### config.mk
export PLATFORM = sky130hd
export DESIGN_NAME = anita_event_ring_buffer
export DESIGN_NICKNAME = d
export VERILOG_FILES = /design/src/rtl/anita_evbuf_pkg.sv /design/src/rtl/anita_evbuf_ram.sv /design/src/rtl/anita_event_ring_buffer.sv
export SDC_FILE = /design/constraint.sdc
export NUM_CORES = 2
export LEC_CHECK = 0
export CORE_UTILIZATION = 55
export CTS_BUF_LIST = sky130_fd_sc_hd__clkbuf_2 sky130_fd_sc_hd__clkbuf_4 sky130_fd_sc_hd__clkbuf_8
export DETAILED_ROUTE_END_ITERATION = 8
export GPL_TIMING_DRIVEN = 0
export PLACE_DENSITY = 0.75
export SETUP_SLACK_MARGIN = 0.3
export SYNTH_ARGS = -nofsm -noshare
export SYNTH_HDL_FRONTEND = slang
export SYNTH_SLANG_ARGS = --single-unit
### constraint.sdc
create_clock -name clk33_i -period 4.3 [get_ports clk33_i]
set_input_delay 1.075 -clock clk33_i [delete_from_list [all_inputs] [get_ports clk33_i]]
set_output_delay 1.075 -clock clk33_i [all_outputs]
set_load 0.01 [all_outputs]
### src/rtl/anita_evbuf_pkg.sv
// Shared definitions for the ANITA event ring buffer.
// Latency: n/a (constants and elaboration-time helpers only).
// Backpressure: n/a.
package anita_evbuf_pkg;

    // Saturating dropped-event counter width.
    localparam int DROP_CNT_W = 8;

    // Bit positions and field widths within the 32-bit status word.
    localparam int STAT_RD_PTR_LSB = 0;
    localparam int STAT_WR_PTR_LSB = 4;
    localparam int STAT_PTR_W      = 4;
    localparam int STAT_MASK_LSB   = 8;
    localparam int STAT_MASK_W     = 8;
    localparam int STAT_VALID_BIT  = 16;
    localparam int STAT_FULL_BIT   = 17;
    localparam int STAT_UFLOW_BIT  = 18;
    localparam int STAT_DROP_LSB   = 24;

    // Ceiling log2, used to size pointers from NBUF at elaboration.
    function automatic int log2_ceil(input int n);
        int r;
        r = 0;
        for (int i = 0; i < 31; i++) begin
            if ((1 << i) < n) begin
                r = i + 1;
            end
        end
        return r;
    endfunction

endpackage

### src/rtl/anita_evbuf_ram.sv
// Event store RAM: one write word per cycle, reads an even/odd word pair per cycle.
// Latency: registered read, data valid one clk_i cycle after rd_addr_i.
// Backpressure: none; the caller gates wr_en_i.
// Ports: clk_i; wr_en_i/wr_addr_i/wr_dat_i (word-wide write);
//        rd_addr_i (pair address), rd_dat_o = {odd word, even word}.
module anita_evbuf_ram #(
    parameter int ADDR_W = 8,
    parameter int DATA_W = 16
) (
    input  logic                  clk_i,
    input  logic                  wr_en_i,
    input  logic [ADDR_W-1:0]     wr_addr_i,
    input  logic [DATA_W-1:0]     wr_dat_i,
    input  logic [ADDR_W-2:0]     rd_addr_i,
    output logic [2*DATA_W-1:0]   rd_dat_o
);

    localparam int ROWS = 1 << (ADDR_W - 1);

    // Split into even/odd banks so each bank is a plain 1W/1R array and the
    // double-width read needs no second read port.
    logic [DATA_W-1:0]   bank_even_q [ROWS];
    logic [DATA_W-1:0]   bank_odd_q  [ROWS];
    logic [2*DATA_W-1:0] rd_dat_q;
    logic [2*DATA_W-1:0] rd_dat_d;

    always_comb begin
        rd_dat_d = {bank_odd_q[rd_addr_i], bank_even_q[rd_addr_i]};
    end

    always_ff @(posedge clk_i) begin
        if (wr_en_i && !wr_addr_i[0]) begin
            bank_even_q[wr_addr_i[ADDR_W-1:1]] <= wr_dat_i;
        end
        if (wr_en_i && wr_addr_i[0]) begin
            bank_odd_q[wr_addr_i[ADDR_W-1:1]] <= wr_dat_i;
        end
        rd_dat_q <= rd_dat_d;
    end

    assign rd_dat_o = rd_dat_q;

endmodule

### src/rtl/anita_event_ring_buffer.sv
// In-order ring of NBUF event buffers between digitizer readout and host readout.
// Latency: read data and read_buffer_o 1 cycle after address; flags update next cycle.
// Backpressure: wr_ready_o low when all buffers are full; writes suppressed, commits dropped and counted.
// Ports: write side event_wr_*/event_done_i/wr_ready_o/write_buffer_o;
//        read side event_rd_*/read_buffer_o/event_valid_o/clear_evt_i;
//        stats stat_clr_i/occupancy_o/status_o.
module anita_event_ring_buffer
    import anita_evbuf_pkg::*;
#(
    parameter int NBUF         = 4,
    parameter int WR_WIDTH     = 16,
    parameter int WR_ADDR_BITS = 6
) (
    input  logic                          clk33_i,
    input  logic                          rst_i,
    input  logic [WR_ADDR_BITS-1:0]       event_wr_addr_i,
    input  logic [WR_WIDTH-1:0]           event_wr_dat_i,
    input  logic                          event_wr_i,
    input  logic                          event_done_i,
    output logic                          wr_ready_o,
    output logic [log2_ceil(NBUF)-1:0]    write_buffer_o,
    input  logic [WR_ADDR_BITS-2:0]       event_rd_addr_i,
    output logic [2*WR_WIDTH-1:0]         event_rd_dat_o,
    output logic [log2_ceil(NBUF)-1:0]    read_buffer_o,
    output logic                          event_valid_o,
    input  logic                          clear_evt_i,
    input  logic                          stat_clr_i,
    output logic [log2_ceil(NBUF):0]      occupancy_o,
    output logic [31:0]                   status_o
);

    localparam int PTR_W = log2_ceil(NBUF);
    localparam int CNT_W = PTR_W + 1;
    localparam logic [CNT_W-1:0]      COUNT_MAX = CNT_W'(NBUF);
    localparam logic [DROP_CNT_W-1:0] DROP_MAX  = '1;

    logic [PTR_W-1:0]      wr_ptr_q, wr_ptr_d;
    logic [PTR_W-1:0]      rd_ptr_q, rd_ptr_d;
    logic [PTR_W-1:0]      rd_buf_q, rd_buf_d;
    logic [CNT_W-1:0]      count_q, count_d;
    logic [NBUF-1:0]       full_mask_q, full_mask_d;
    logic [DROP_CNT_W-1:0] drop_cnt_q, drop_cnt_d;
    logic                  underflow_q, underflow_d;

    logic ring_full, ring_empty;
    logic do_clear, do_commit, do_drop, uflow_evt, ram_wr_en;

    always_comb begin
        ring_full  = (count_q == COUNT_MAX);
        ring_empty = (count_q == '0);

        // A clear on a full ring frees a slot before the same-cycle commit
        // needs it, so that commit is never dropped.
        do_clear  = clear_evt_i && !ring_empty;
        uflow_evt = clear_evt_i && ring_empty;
        do_commit = event_done_i && (!ring_full || do_clear);
        do_drop   = event_done_i && !do_commit;
        ram_wr_en = event_wr_i && !ring_full;

        rd_ptr_d    = rd_ptr_q;
        wr_ptr_d    = wr_ptr_q;
        count_d     = count_q;
        full_mask_d = full_mask_q;
        rd_buf_d    = rd_ptr_q;

        // Clear before set: on a full ring both pointers name the same slot
        // and it must stay marked full.
        if (do_clear) begin
            full_mask_d[rd_ptr_q] = 1'b0;
            rd_ptr_d              = rd_ptr_q + PTR_W'(1);
        end
        if (do_commit) begin
            full_mask_d[wr_ptr_q] = 1'b1;
            wr_ptr_d              = wr_ptr_q + PTR_W'(1);
        end

        case ({do_commit, do_clear})
            2'b10:   count_d = count_q + CNT_W'(1);
            2'b01:   count_d = count_q - CNT_W'(1);
            default: count_d = count_q;
        endcase

        // A drop in the clearing cycle is kept rather than lost.
        drop_cnt_d = drop_cnt_q;
        if (stat_clr_i) begin
            drop_cnt_d = DROP_CNT_W'(do_drop);
        end else if (do_drop && (drop_cnt_q != DROP_MAX)) begin
            drop_cnt_d = drop_cnt_q + DROP_CNT_W'(1);
        end
        underflow_d = stat_clr_i ? uflow_evt : (underflow_q | uflow_evt);
    end

    always_ff @(posedge clk33_i) begin
        if (rst_i) begin
            wr_ptr_q    <= '0;
            rd_ptr_q    <= '0;
            rd_buf_q    <= '0;
            count_q     <= '0;
            full_mask_q <= '0;
            drop_cnt_q  <= '0;
            underflow_q <= 1'b0;
        end else begin
            wr_ptr_q    <= wr_ptr_d;
            rd_ptr_q    <= rd_ptr_d;
            rd_buf_q    <= rd_buf_d;
            count_q     <= count_d;
            full_mask_q <= full_mask_d;
            drop_cnt_q  <= drop_cnt_d;
            underflow_q <= underflow_d;
        end
    end

    anita_evbuf_ram #(
        .ADDR_W (PTR_W + WR_ADDR_BITS),
        .DATA_W (WR_WIDTH)
    ) u_ram (
        .clk_i     (clk33_i),
        .wr_en_i   (ram_wr_en),
        .wr_addr_i ({wr_ptr_q, event_wr_addr_i}),
        .wr_dat_i  (event_wr_dat_i),
        .rd_addr_i ({rd_ptr_q, event_rd_addr_i}),
        .rd_dat_o  (event_rd_dat_o)
    );

    assign wr_ready_o     = !ring_full;
    assign event_valid_o  = !ring_empty;
    assign occupancy_o    = count_q;
    assign write_buffer_o = wr_ptr_q;
    assign read_buffer_o  = rd_buf_q;

    always_comb begin
        status_o = '0;
        status_o[STAT_RD_PTR_LSB +: STAT_PTR_W]  = STAT_PTR_W'(rd_ptr_q);
        status_o[STAT_WR_PTR_LSB +: STAT_PTR_W]  = STAT_PTR_W'(wr_ptr_q);
        status_o[STAT_MASK_LSB +: STAT_MASK_W]   = STAT_MASK_W'(full_mask_q);
        status_o[STAT_VALID_BIT]                 = !ring_empty;
        status_o[STAT_FULL_BIT]                  = ring_full;
        status_o[STAT_UFLOW_BIT]                 = underflow_q;
        status_o[STAT_DROP_LSB +: DROP_CNT_W]    = drop_cnt_q;
    end

endmodule

# Word-level counts from Yosys, hierarchy flattened
# Memories as Yosys holds them, arrays and structs flattened. A register that Yosys moved wholly into a read port is not among the register bits.
# Cells that the tools add are included.
[totals]
reg_bits = 22
ramBits = 4096
in_bits = 33
out_inout_bits = 73
mem_count = 2
[memory_table]
columns = ["name", "words", "width", "read_ports", "rd_ports_with_merged_regs", "wr", "line", "source"]
rows = [
  ["u_ram.bank_even_q", 128, 16, 1, 1, 1, "anita_evbuf_ram.sv:22", "logic [DATA_W-1:0] bank_even_q [ROWS];"],
  ["u_ram.bank_odd_q", 128, 16, 1, 1, 1, "anita_evbuf_ram.sv:23", "logic [DATA_W-1:0] bank_odd_q [ROWS];"],
]
[classes]
add_sub_neg = 5
n_lt_le_gt_ge = 4
n_eq_ne = 4
n_mux = 14
n_bitwise = 4
reduce_logical = 19
[ops]
columns = ["operator", "n"]
rows = [
  ["logical AND 1 bit", 10],
  ["2-to-1 mux 1 bit", 9],
  ["adder 8 x 1 -> 8 bit (second input constant)", 1],
  ["2-to-1 mux 4 bit", 2],
  ["!= test 8 bit (second input constant)", 1],
  ["less-than comparator 2 x 3 -> 1 bit (second input constant)", 2],
  ["one-hot mux 3 bit (2 select lines)", 1],
  ["adder 2 x 1 -> 2 bit (second input constant)", 2],
  ["AND 4 bit", 1],
  ["demux 1 bit (select 2 bit)", 2],
  ["greater-or-equal comparator 2 x 1 -> 1 bit (second input constant)", 2],
  ["logical NOT 1 bit", 4],
  ["inverter 4 bit", 1],
  ["OR 4 bit", 1],
  ["nonzero test 2 bit", 2],
  ["adder 3 x 1 -> 3 bit (second input constant)", 1],
  ["equality test 3 bit (second input constant)", 1],
  ["logical NOT 3 bit", 1],
  ["subtractor 3 x 1 -> 3 bit (second input constant)", 1],
  ["equality test 2 x 1 -> 1 bit (second input constant)", 1],
  ["equality test 2 bit (second input constant)", 1],
  ["OR reduction 2 bit", 1],
  ["logical OR 1 bit", 1],
  ["OR 1 bit", 1],
]

# Depth between registers and ports, before layout
[depth]
ltp_word = 10
mapped_depth = 8
ltp_nobuf = 7

# Cells and area by module
# Synthesis repeated with hierarchy kept, for this count alone.
[hier_totals]
cells_unflattened = 6297
hier_area_um2 = 158150.4
[modules_own_cells]
columns = ["mod", "n_inst", "cells_per_inst", "area_each_um2", "seq_area_each_um2"]
rows = [
  ["anita_evbuf_ram", 1, 6141, 156841.7, 123638.6],
  ["anita_event_ring_buffer", 1, 156, 1308.8, 440.4],
]

# Worst setup path before layout
# Ideal clock, no wire load.
[synth_path]
path_type = "input to register"
startpoint = "input event_rd_addr_i[0]"
endpoint = "register u_ram.rd_dat_q[2], in the netlist u_ram.rd_dat_o[2], read port of u_ram.bank_even_q"
arrival_time_ns = 3.682
t_required_ns = 4.179
setup_slack_ns = 0.497
path_stages = 7
n_path_buf = 3
path_cell_list = "buf_2 clkbuf_1 buf_1 mux4_2 mux4_2 mux4_2 mux2_2"
[synth_rtl]
columns = ["element", "line", "source"]
rows = [
  ["start, declared", "anita_event_ring_buffer.sv:22", "input logic [WR_ADDR_BITS-2:0] event_rd_addr_i,"],
  ["end, declared", "anita_evbuf_ram.sv:24", "logic [2*DATA_W-1:0] rd_dat_q;"],
]

# Worst setup path after layout
[layout_path]
startpoint = "input event_wr_addr_i[4]"
endpoint = "memory u_ram.bank_odd_q[78][10] (enable)"
[layout_rtl]
columns = ["element", "line", "source"]
rows = [
  ["start, declared", "anita_event_ring_buffer.sv:16", "input logic [WR_ADDR_BITS-1:0] event_wr_addr_i,"],
  ["end, declared", "anita_evbuf_ram.sv:23", ""],
]
# No word-level cell before the write port.

==> run summary <==
Placement
• count of buffers inserted at the top-level ports: 85
• setup slack at placement: -1.80 ns
• HPWL reported at the end of detailed placement: 284000 µm
• placed standard-cell area: 169000 µm²
• placed cell count: 10393
• Final GP Congestion: 0.896

Clocking
• total clock buffers created by CTS: 627
• clock tree buffer depth: 4
• TritonCTS clock tree: done
• clock latency on the worst-skew pair: 1.07 ns
• clock-pin slew reported for the worst setup and hold paths after clock tree synthesis: 0.06 ns
• number of levels the H-tree was split into: 6
• cell at the root of the clock tree: clkbuf_8
• clock sink count: 4150

Worst setup path
• CP arrival: 4.96 ns
• kind of capture point of the worst setup path: flop
• type of element launching the critical path: input port
• data required time at the worst endpoint: 5.06 ns
• crit-path max FO: 10
• CP Class: in2reg

Route
• drc violations: 0
• Routed Antenna Nets: 0
• total routed wirelength: 426000 µm
• overall via count from detail_route: 77527
• Starting DRT DRC Count: 13018
• detail-routed via count per cell: 6.71
• average wire per standard cell: 36.9 µm
• 1st-pass router iterations: 7

Global route
• first-pass GRT wire length: 587000 µm
• leftover overflow at the end of global routing: 0
• via count of the first global-routing pass: 76998
• combined global-route utilization of all metal layers: 0.297
• largest net degree at the start of global routing: 173
• number of antenna violations at the first check in global routing: 37

Power
• clock network fraction of design power: 0.389
• net switching fraction of the power: 0.226
• Max VDD drop: 0.287 mV
• internal power summed over all cells: 63400 µW
• combinational cell fraction of total power: 0.065
• Reg power frac: 0.546
• power density cells: 451 nW/µm²
• total leakage power: 0.0564 µW
• net load switching power: 18500 µW

Yosys
• Post-Synth XOR/XNOR Area: 0.0000554
• leading area contributor after synthesis: edfxtp_1
• flop and latch count out of synthesis: 4150
• portion of netlist area occupied by mux cells: 0.194
• simple-gate portion of the synthesized area: 0.00866
• number of warnings issued by yosys: 0
• share of flip-flops with an asynchronous set or reset: 0
• synth unique cells: 38
• cell with the most instances after synthesis: edfxtp_1
• most common flop cell mapped by yosys: edfxtp_1
• sequential area share after synthesis: 0.785
• area fraction in compound gates after synthesis: 0.00130
• Syn Std Cell Area: 158000 µm²
• top cell types by occurrence after synthesis: edfxtp_1, mux4_2, nor2_1
• dominant combinational cell family by area after synthesis: multiplexers
• share of synthesized cell area in full adder, half adder and majority cells: 0.000839
• number of enable flip-flop cells after synthesis: 4096
• Synth Instances: 6285
• synth top area cells: edfxtp_1, mux4_2, dfxtp_1, nor2_1, clkbuf_1
• Avg Cell Area, Syn: 25.1 µm²
• share of Yosys cell area claimed by the top area cell type: 0.778

Run status
• status: finished with violations
• failing checks: capacitance limit, slew limit

Timing
• final setup TNS: 0 ns
• setup repair after global routing missed its margin: true
• Period Utilization, post-route: 0.977
• clk_skew: 0.0671 ns
• worst slew slack as a fraction of its limit: -0.0111
• final period demand of the worst path: 4.20 ns
• hold violation total from the final report: 0
• slew at the pin with the worst max-slew slack: 1.52 ns
• max-slew violation count: 22
• FMAX: 238 MHz
• final worst setup slack: 0.0975 ns
• total setup violations reported at the end of the flow: 0

Floorplanning
• num rows: 196
• DIE AREA: 289000 µm²
• overall die width: 538 µm
• core outline area: 285000 µm²
• Chip Height: 538 µm
• effective utilization at floorplan: 0.554
• top-level port count: 106

Job
• MaxCap Viol Count: 2

Layout
• core occupancy in the finished layout: 0.636
• post-layout net count: 7320
• Final Cell Area: 182000 µm²
• Post-Layout Cell Count: 11549
• share of post-route cells with drive strength above 1: 0.396
• area added between synthesis and finish: 14.9%

Hold path
• worst min path class: in2reg

worst paths after layout:
| path | from | to | slack, ns | depth (start not counted) |
|---|---|---|---|---|
| max | event_wr_addr_i[4] | u_ram.bank_odd_q[78][10] | 0.1 | 6 |
| min | event_wr_dat_i[12] | u_ram.bank_odd_q[30][12] | 0.24 | 1 |
| max reg2reg | occupancy_o[1] | u_ram.bank_odd_q[78][10] | 0.13 | 7 |
| min reg2reg | drop_cnt_q[7] | drop_cnt_q[7] | 0.51 | 2 |
registers in the layout, summed over array words and instances, names as in the netlist:
signal	flops
u_ram.bank_even_q	2048
u_ram.bank_odd_q	2048
write_buffer_o	2
u_ram.rd_dat_o	32
drop_cnt_q	8
rd_buf_d	2
underflow_q	1
read_buffer_o	2
full_mask_q	4
occupancy_o	3
final cells by class:
| type | count | area, µm² |
|---|---|---|
| timing repair buffer | 351 | 5460 |
| tap | 3762 | 4710 |
| multi-input combinational | 1772 | 33200 |
| clock buffer | 856 | 10500 |
| inverter | 15 | 56.3 |
| sequential | 4150 | 124000 |
| fill | 17496 | 104000 |
| buffer | 360 | 1780 |
| clock inverter | 255 | 1660 |
| antenna | 28 | 70.1 |
cells by family after synthesis:
family          Yosys count
simple gates            337
other cells               1
mux                    1379
compound gates           32
xor+xnor                  1
buf+inv                 375
flops                  4150
fa+ha+maj                10
routing by layer:
layer,track usage,vias up,wire [µm]
met5,0.00428,-,123
met4,0.162,22,25300
met3,0.0947,992,59200
met2,0.442,6271,196000
met1,0.393,40786,145000
li1,-,29456,-
layout by cell type, fill, tap and decap left out, types with 69 or more instances in the layout:
cell type | netlist | final
clkbuf_8 | 0 | 652
clkdlybuf4s50_1 | 0 | 69
clkbuf_2 | 1 | 69
mux4_2 | 1344 | 1344
nor2_2 | 0 | 222
clkbuf_4 | 0 | 209
clkbuf_1 | 209 | 144
clkinv_1 | 3 | 140
edfxtp_1 | 4096 | 4096
buf_2 | 65 | 70
buf_8 | 0 | 188
critical path, stage by stage:
cell	delay [ns]
clkdlybuf4s50_1	0.78
nor2b_1	0.67
nand2_1	0.67
clkbuf_1	0.71
nor2_2	0.76
buf_8	0.23
through the flow:
stage	power [µW]	hold WS, ns
2_1_floorplan	48000	0.457
3_3_place_gp	51000	0.496
3_5_place_dp	50800	0.499
4_1_cts	81800	0.197
5_1_grt	83700	0.215
6_report	81900	0.243
power groups by stage:
stage / sequential, µW / clock [µW] / combinational, µW
final: 44700 / 31800 / 5350
after global routing: 44700 / 33600 / 5430
after CTS: 44700 / 31900 / 5260
after detailed placement: 45500 / 0 / 5230
after global placement: 46000 / 0 / 4970
after floorplan: 45600 / 0 / 2420
what timing repair did:
item                                   4_1_cts  5_1_grt
cloned                                       0        0
hold buffers                                 0        0
pin swaps                                    4        4
setup buffers                                4       12
endpoints found under the hold margin        0        0
gates resized for setup                     82       60
setup endpoints to repair                 1108      752
(Power assumes the default switching activity.)
